### src/rtl/lockstep_fault_ctrl.sv
// lockstep_fault_ctrl: recovery sequencer for a dual-core lockstep pair
// Ports:
//   clk, reset        clock, synchronous active-high reset
//   mismatch_now      combinational compare result from the lockstep pair
//   fault_clr         software clear pulse (zeroes retry_cnt, releases SAFE)
//   inj_req           fault-injection request, present only with LS_FAULT_INJECT_EN
//   core_rst          reset to both cores
//   cmp_mask          1 while the comparator result is ignored
//   fault_irq         one-cycle pulse per accepted mismatch
//   fatal             1 while parked in SAFE
//   state             0 RUN, 1 RESET, 2 SETTLE, 3 SAFE
//   retry_cnt         recoveries since last clear/heal
//   fault_total       lifetime accepted mismatches, saturating
// Optional feature macro: LS_FAULT_INJECT_EN
module lockstep_fault_ctrl #(
    parameter int unsigned RST_CYCLES    = 4,
    parameter int unsigned SETTLE_CYCLES = 2,
    parameter int unsigned MAX_RETRY     = 3,
    parameter int unsigned HEAL_CYCLES   = 1024,
    parameter int unsigned CNT_W         = 4
) (
    input  logic             clk,
    input  logic             reset,
    input  logic             mismatch_now,
    input  logic             fault_clr,
`ifdef LS_FAULT_INJECT_EN
    input  logic             inj_req,
`endif
    output logic             core_rst,
    output logic             cmp_mask,
    output logic             fault_irq,
    output logic             fatal,
    output logic [1:0]       state,
    output logic [CNT_W-1:0] retry_cnt,
    output logic [15:0]      fault_total
);
    typedef enum logic [1:0] {S_RUN = 2'd0, S_RST = 2'd1, S_SETTLE = 2'd2, S_SAFE = 2'd3} state_t;
    localparam int unsigned TMAX = RST_CYCLES > SETTLE_CYCLES ? RST_CYCLES : SETTLE_CYCLES;
    localparam int unsigned TW = TMAX > 1 ? $clog2(TMAX) : 1;
    localparam int unsigned HW = HEAL_CYCLES > 1 ? $clog2(HEAL_CYCLES) : 1;
    localparam logic [TW-1:0] T_RST = TW'(RST_CYCLES - 1);
    localparam logic [TW-1:0] T_SET = TW'(SETTLE_CYCLES - 1);
    localparam logic [HW-1:0] HEAL_LAST = HW'(HEAL_CYCLES == 0 ? 0 : HEAL_CYCLES - 1);
    localparam logic [CNT_W-1:0] RETRY_MAX = CNT_W'(MAX_RETRY);
    state_t st, st_n;
    logic [TW-1:0] timer, timer_n;
    logic [HW-1:0] heal, heal_n;
    logic [CNT_W-1:0] retry_n;
    logic [15:0] total_n;
    logic irq_n, hit;
`ifdef LS_FAULT_INJECT_EN
    assign hit = mismatch_now | inj_req;
`else
    assign hit = mismatch_now;
`endif
    always_comb begin
        st_n    = st;
        timer_n = timer;
        retry_n = fault_clr ? '0 : retry_cnt;
        heal_n  = '0;
        irq_n   = 1'b0;
        total_n = fault_total;
        case (st)
            S_RST: begin
                st_n    = timer == '0 ? S_SETTLE : S_RST;
                timer_n = timer == '0 ? T_SET : timer - 1'b1;
            end
            S_SETTLE: begin
                st_n    = timer == '0 ? S_RUN : S_SETTLE;
                timer_n = timer - 1'b1;
            end
            S_RUN: begin
                if (hit) begin
                    // clear is already folded into retry_n, so a same-cycle clear lands on 1
                    irq_n   = 1'b1;
                    total_n = &fault_total ? fault_total : fault_total + 16'd1;
                    st_n    = retry_n == RETRY_MAX ? S_SAFE : S_RST;
                    retry_n = retry_n == RETRY_MAX ? retry_n : retry_n + 1'b1;
                    timer_n = T_RST;
                end else if (HEAL_CYCLES != 0) begin
                    heal_n  = heal == HEAL_LAST ? '0 : heal + 1'b1;
                    retry_n = heal == HEAL_LAST ? '0 : retry_n;
                end
            end
            S_SAFE: begin
                st_n    = fault_clr ? S_RST : S_SAFE;
                timer_n = fault_clr ? T_RST : timer;
            end
            default: st_n = S_RST;
        endcase
    end
    always_ff @(posedge clk) begin
        if (reset) begin
            st          <= S_RST;
            timer       <= T_RST;
            retry_cnt   <= '0;
            fault_total <= '0;
            heal        <= '0;
            fault_irq   <= 1'b0;
        end else begin
            st          <= st_n;
            timer       <= timer_n;
            retry_cnt   <= retry_n;
            fault_total <= total_n;
            heal        <= heal_n;
            fault_irq   <= irq_n;
        end
    end
    assign core_rst = st == S_RST || st == S_SAFE;
    assign cmp_mask = st != S_RUN;
    assign fatal    = st == S_SAFE;
    assign state    = st;
endmodule
### config.mk
export PLATFORM = sky130hd
export DESIGN_NAME = lockstep_fault_ctrl
export DESIGN_NICKNAME = d
export VERILOG_FILES = /design/src/rtl/lockstep_fault_ctrl.sv
export SDC_FILE = /design/constraint.sdc
export NUM_CORES = 1
export LEC_CHECK = 0
export BUFFER_PORTS_ARGS = -buffer_cell sky130_fd_sc_hd__buf_2
export CORE_MARGIN = 2
export CORE_UTILIZATION = 40
export DETAILED_ROUTE_END_ITERATION = 12
export PLACE_DENSITY = 0.71
export REMOVE_ABC_BUFFERS = 1
export SLEW_MARGIN = 20
export SYNTH_ARGS = -nofsm -noshare
export SYNTH_HDL_FRONTEND = slang
export SYNTH_SLANG_ARGS = --single-unit
### constraint.sdc
create_clock -name clk -period 2.1 [get_ports clk]
set_clock_uncertainty 0.2 [all_clocks]
set_input_delay 0.42 -clock clk [delete_from_list [all_inputs] [get_ports clk]]
set_output_delay 0.42 -clock clk [all_outputs]
set_load 0.005 [all_outputs]
==> results.toml, run 1 <==
[timing]
max_slew_margin_pct = 77.0
fin_crit_ps = 2010
timing.hold.ws_ps = 173
maxSlewViolCount = 0
hold_violations = 0
setup_tns_ps = 0
rsz0062_at_grt = "false"
max_freq_mhz = 497
fin_ws_ps = 88.0
tightestPinTransition_ps = 342
period_share_pct = 95.8
setup_viol = 0

[pwr]
leakagePower_nw = 0.911
power_mw = 1.73
power_density_mw_per_mm2 = 784
vdd_drop_max_mv = 0.599

[clocking]
clock_latency_ps = 290
cts_max_path_buffers = 2
holdBufCountCts = 0
cts_root_buffer = "clkbuf_8"
cts_tree = "yes"
htreeDepth = 2
clk_pin_slew_ps = 70
cts.sinks = 35
numCtsBuffers = 5

[worst_setup_path]
cp_top_family = "flip-flops"
crit_path_cell_trace = "buf_4 > ha_1 > or2_2 > buf_2"
cp_max_fo = 5
required_ps = 1480
slowest_delay_ps = 310
worstSetupStartpoint = "state[0]$_SDFFE_PP1N_"
reg2reg_depth = 5
cpMaxStageDelayCell = "dfxtp_1"
r2r-start = "fault_total[0]$_SDFFE_PP0P_"
end_kind = "output port"
path_buf_inv = 2
path_class = "reg2out"
start_kind = "flop"
cp_data_arrival_time_ps = 1390
path_depth = 4

[yosys]
post_synth_num_cell_types = 42
synth_top_area_share_pct = 37.9
yosysSeqAreaShare_pct = 37.9
yosys.area_share.simple_pct = 30.4
ys_async_sr_fraction_pct = 0
synth_compound_area_share_pct = 15.0
yosysMostFrequentCell = "dfxtp_1"
synth_ff_type = "dfxtp_1"
synthAdderAreaFrac_pct = 6.09
synth_top_family_by_area = "simple AND/OR/NAND/NOR gates"
synthXorXnorAreaFrac_pct = 3.79
syn-mean-instance-area_um2 = 8.48
yosysWarnings = 0
synth_mux_area_share_pct = 4.19
yosys-top-cells-count = "dfxtp_1 (35), nor2_1 (24), nand2_1 (21)"
synth_edf_count = 0
synth-seq-cells = 35
yosysTopAreaCell = "dfxtp_1"
synthCells = 218
syn_area_mm2 = 0.00185
synth_area_leaders = "dfxtp_1 (38%), ha_1 (6.1%), nor2_1 (4.9%)"

[route]
dr.pass1.iters = 4
drc_errors = 0
avgRoutedWirePerCell_um = 12.9
drt_iter0_drc = 105
via_per_inst = 5.54
routed_wl_mm = 4.01
vias = 1718
ant_nets = 0

[layout]
drive_gt1_share_pct = 22.9
layout.nets = 270
n_antenna_cell = 0
postLayoutCellArea_mm2 = 0.00220
multi_input_area_mm2 = 0.00112
final_util_pct = 49.9
final_cell_count_no_fill = 310
regArea_um2 = 701
fill_cells = 430
area_growth_pct = 19.0

[placed_design]
post-place-ws_ps = 118
dpl_cell_area_mm2 = 0.00210
io_buffers = 29
gp_congestion = 0.782
dp_hpwl_mm = 2.85
place_inst = 302

[min_path]
hold_start = "reset"
hold_class = "in2reg"
min_delay_path_depth = 2

[die]
initial_utilization_pct = 41.9
fp.dieW_um = 72.0
row_count = 24
fp.dieH_um = 72.0
dieArea_mm2 = 0.00518
boundaryPins = 30
fp.coreArea_mm2 = 0.00441

[flow_run]
max_cap_viol_count = 0

[run_status]
status = "complete, no violations"

[grt]
antenna_found_initial = 0
overflow = 0
grt_start_max_net_pins = 24
grt.total_usage_pct = 16.8
grt_pass1_wl_mm = 6.93
grt_pass1_vias = 1560
## kinds of logic after synthesis
logic type | count (synthesis)
XOR/XNOR | 8
AND/OR/NAND/NOR | 102
AO/OA/AOI/OAI | 44
multiplexers | 7
buffers and inverters | 13
flip-flops | 35
adder cells (fa/ha/maj) | 9
## power breakdown
part | total, mW | switching [mW] | internal, mW
registers | 0.741 | 0.0330 | 0.708
clock network | 0.475 | 0.242 | 0.233
logic | 0.510 | 0.272 | 0.238
## state kept, by name, summed over array words and instances (netlist names)
name	flops
heal	10
timer	2
retry_cnt	4
fault_irq	1
state	2
fault_total	16
## layout make-up
class	count	area share, %
clock buffers	7	3.47
clock inverters	1	0.227
inverters	9	1.53
multi-input cells	170	51.0
flip-flops and latches	35	31.8
well taps	52	2.96
repair buffers	36	8.98
## worst paths after layout
kind,end,slack [ps]
max,core_rst,90
min,fault_total[12]$_SDFFE_PP0P_,170
max reg2reg,fault_total[0]$_SDFFE_PP0P_,150
min reg2reg,heal[0]$_SDFF_PP0_,240
## layer usage
layer	part of all wire, %	wire, um	up-vias	global-route usage (%)
li1	-	-	866	-
met2	47	1890	46	27.8
met5	0	0	-	0
met1	46	1820	800	20.9
met3	5.7	230	6	4.03
met4	1.4	58	0	7.13
## worst reg2reg max path: stages (launching register included)
cell     delay, ps
dfxtp_1        440
ha_1           250
nand2_1        120
nor3_4         350
a21oi_1        180
mux2_2         300
## cell usage in the layout (no fill, tap or decap), types with 3 or more instances in the layout
| cell | Yosys | final |
|---|---|---|
| or2_2 | 3 | 3 |
| mux2_2 | 6 | 6 |
| a211oi_1 | 5 | 3 |
| nor2_1 | 24 | 24 |
| nand3_1 | 8 | 8 |
| dfxtp_1 | 35 | 35 |
| and3_1 | 3 | 3 |
| and4_1 | 3 | 3 |
| or3_1 | 5 | 5 |
| a21oi_1 | 17 | 17 |
| or4_1 | 3 | 3 |
| inv_1 | 9 | 9 |
| nor2b_1 | 10 | 9 |
| o21ai_0 | 7 | 7 |
| xor2_1 | 7 | 7 |
| nand4_1 | 7 | 7 |
| nand2_1 | 21 | 21 |
| buf_4 | 0 | 7 |
| ha_1 | 9 | 9 |
| clkbuf_8 | 0 | 5 |
| buf_2 | 0 | 29 |
## repair_timing
action | 4_1_cts | 5_1_grt
setup buffers | 0 | 0
resized for setup | 0 | 5
endpoints found under the setup margin | 0 | 9
Power figures use the tool's default switching activity.
==> run 2: changes to the inputs <==
--- a/config.mk
+++ b/config.mk
@@ -9,7 +9,7 @@
 export CORE_MARGIN = 2
 export CORE_UTILIZATION = 40
 export DETAILED_ROUTE_END_ITERATION = 12
-export PLACE_DENSITY = 0.71
+export PLACE_DENSITY_LB_ADDON = 0.1
 export REMOVE_ABC_BUFFERS = 1
 export SLEW_MARGIN = 20
 export SYNTH_ARGS = -nofsm -noshare
==> results.toml, run 2 (synthesis gave the netlist of run 1 again) <==
[run_status]
status = "complete, no violations"

[clocking]
clock_latency_ps = 280
cts_tree = "yes"
clk_pin_slew_ps = 80
cts_setup_buffers = 0
cts_max_path_buffers = 2
cts.sinks = 35
cts_root_buffer = "clkbuf_8"
htreeDepth = 2
numCtsBuffers = 5

[route]
ant_nets = 0
drt_iter0_drc = 100
dr.pass1.iters = 4
avgRoutedWirePerCell_um = 13.0
vias = 1704
met2_length_mm = 1.81
met3_length_um = 156
routed_wl_mm = 4.07
via_per_inst = 5.46
top_layer = "met4"
wl_met1_mm = 2.06
drc_errors = 0

[die]
fp.coreArea_mm2 = 0.00441
boundaryPins = 30
fp.dieH_um = 72.0
row_count = 24
initial_utilization_pct = 41.9
fp.dieW_um = 72.0
dieArea_mm2 = 0.00518

[placed_design]
io_buffers = 29
dp_hpwl_mm = 2.92
gp_congestion = 0.826

[min_path]
hold_class = "in2reg"

[timing]
setup_tns_ps = 0
fin_crit_ps = 2010
maxSlewViolCount = 0
rsz0062_at_grt = "false"
timing.hold.ws_ps = 177
tightestPinTransition_ps = 411
hold_violations = 0
period_share_pct = 95.5
max_slew_margin_pct = 72.5
max_freq_mhz = 499
setup_viol = 0

[grt]
grt_pass1_wl_mm = 7.08
overflow = 0
grt_pass1_vias = 1516
grt_start_max_net_pins = 16
antenna_found_initial = 0
grt.total_usage_pct = 17.0

[worst_setup_path]
cpMaxStageDelayCell = "dfxtp_1"
path_class = "reg2out"
required_ps = 1480
r2r_slack_ps = 130
cp_data_arrival_time_ps = 1390
slowest_delay_ps = 320
crit_path_cell_trace = "buf_4 > ha_1 > or2_2 > buf_2"
start_kind = "flop"
end_kind = "output port"
cp_max_fo = 5

[layout]
layout.nets = 272
final_common_cell = "dfxtp_1"
area_growth_pct = 23.5
n_antenna_cell = 0
drive_gt1_share_pct = 25.0
regMostFlops = "fault_total"
top_regs = "fault_total (16), heal (10), retry_cnt (4)"
largest_reg_flops = 16
layout_common_cells = "dfxtp_1 (35), buf_2 (29), nor2_1 (24), nand2_1 (21), a21oi_1 (17)"

[flow_run]
max_cap_viol_count = 0

[pwr]
vdd_drop_max_mv = 0.416
power_density_mw_per_mm2 = 880
power_mw = 2.01
leakagePower_nw = 0.943
-- run 2: worst paths after layout --
check	startpoint	endpoint	depth (start not counted)
max	state[0]$_SDFFE_PP1N_	core_rst	4
min	fault_clr	retry_cnt[3]$_SDFF_PP0_	2
max reg2reg	state[1]$_SDFFE_PP0N_	fault_total[5]$_SDFFE_PP0P_	6
min reg2reg	heal[0]$_SDFF_PP0_	heal[0]$_SDFF_PP0_	1
-- run 2: layout make-up --
| cell class | instances | area, um2 |
|---|---|---|
| multi-input cells | 170 | 1130 |
| well taps | 52 | 65.1 |
| clock buffers | 5 | 68.8 |
| flip-flops and latches | 35 | 701 |
| inverters | 9 | 33.8 |
| fillers | 434 | 2130 |
| clock inverters | 3 | 67.6 |
| repair buffers | 38 | 213 |
-- run 2: timing repair --
action,in CTS,in global routing
endpoints found under the setup margin,0,13
hold buffers,0,0
gates resized for setup,0,7
-- run 2: metal layers --
layer,vias to the layer above,GRT usage [%]
met3,6,3.89
li1,868,-
met2,37,26.3
met1,793,23.7
met4,0,5.03
met5,-,0
-- run 2: report_power, final --
part / internal (mW) / switching, mW / total, mW
clock: 0.474 / 0.264 / 0.737
combinational: 0.252 / 0.280 / 0.532
sequential: 0.708 / 0.0318 / 0.740
-- run 2: through the flow --
step / cells / util [%] / setup WS (ps) / area [um2]
5_1_grt: 312 / 51.7 / 8.72 / 2280
4_1_cts: 312 / 50.9 / 20.0 / 2250
3_5_place_dp: 304 / 47.8 / 41.9 / 2110
6_report: 312 / 51.7 / 94.6 / 2280
2_1_floorplan: 214 / - / 102 / 1830
3_3_place_gp: 304 / 47.8 / 97.8 / 2110
-- run 2: critical path: cells and delay by family, from the launching register on --
kind / cells / cell delay [ps]
flip-flops: 1 / 320
AND/OR/NAND/NOR: 1 / 290
buffers and inverters: 2 / 280
adder cells (fa/ha/maj): 1 / 220
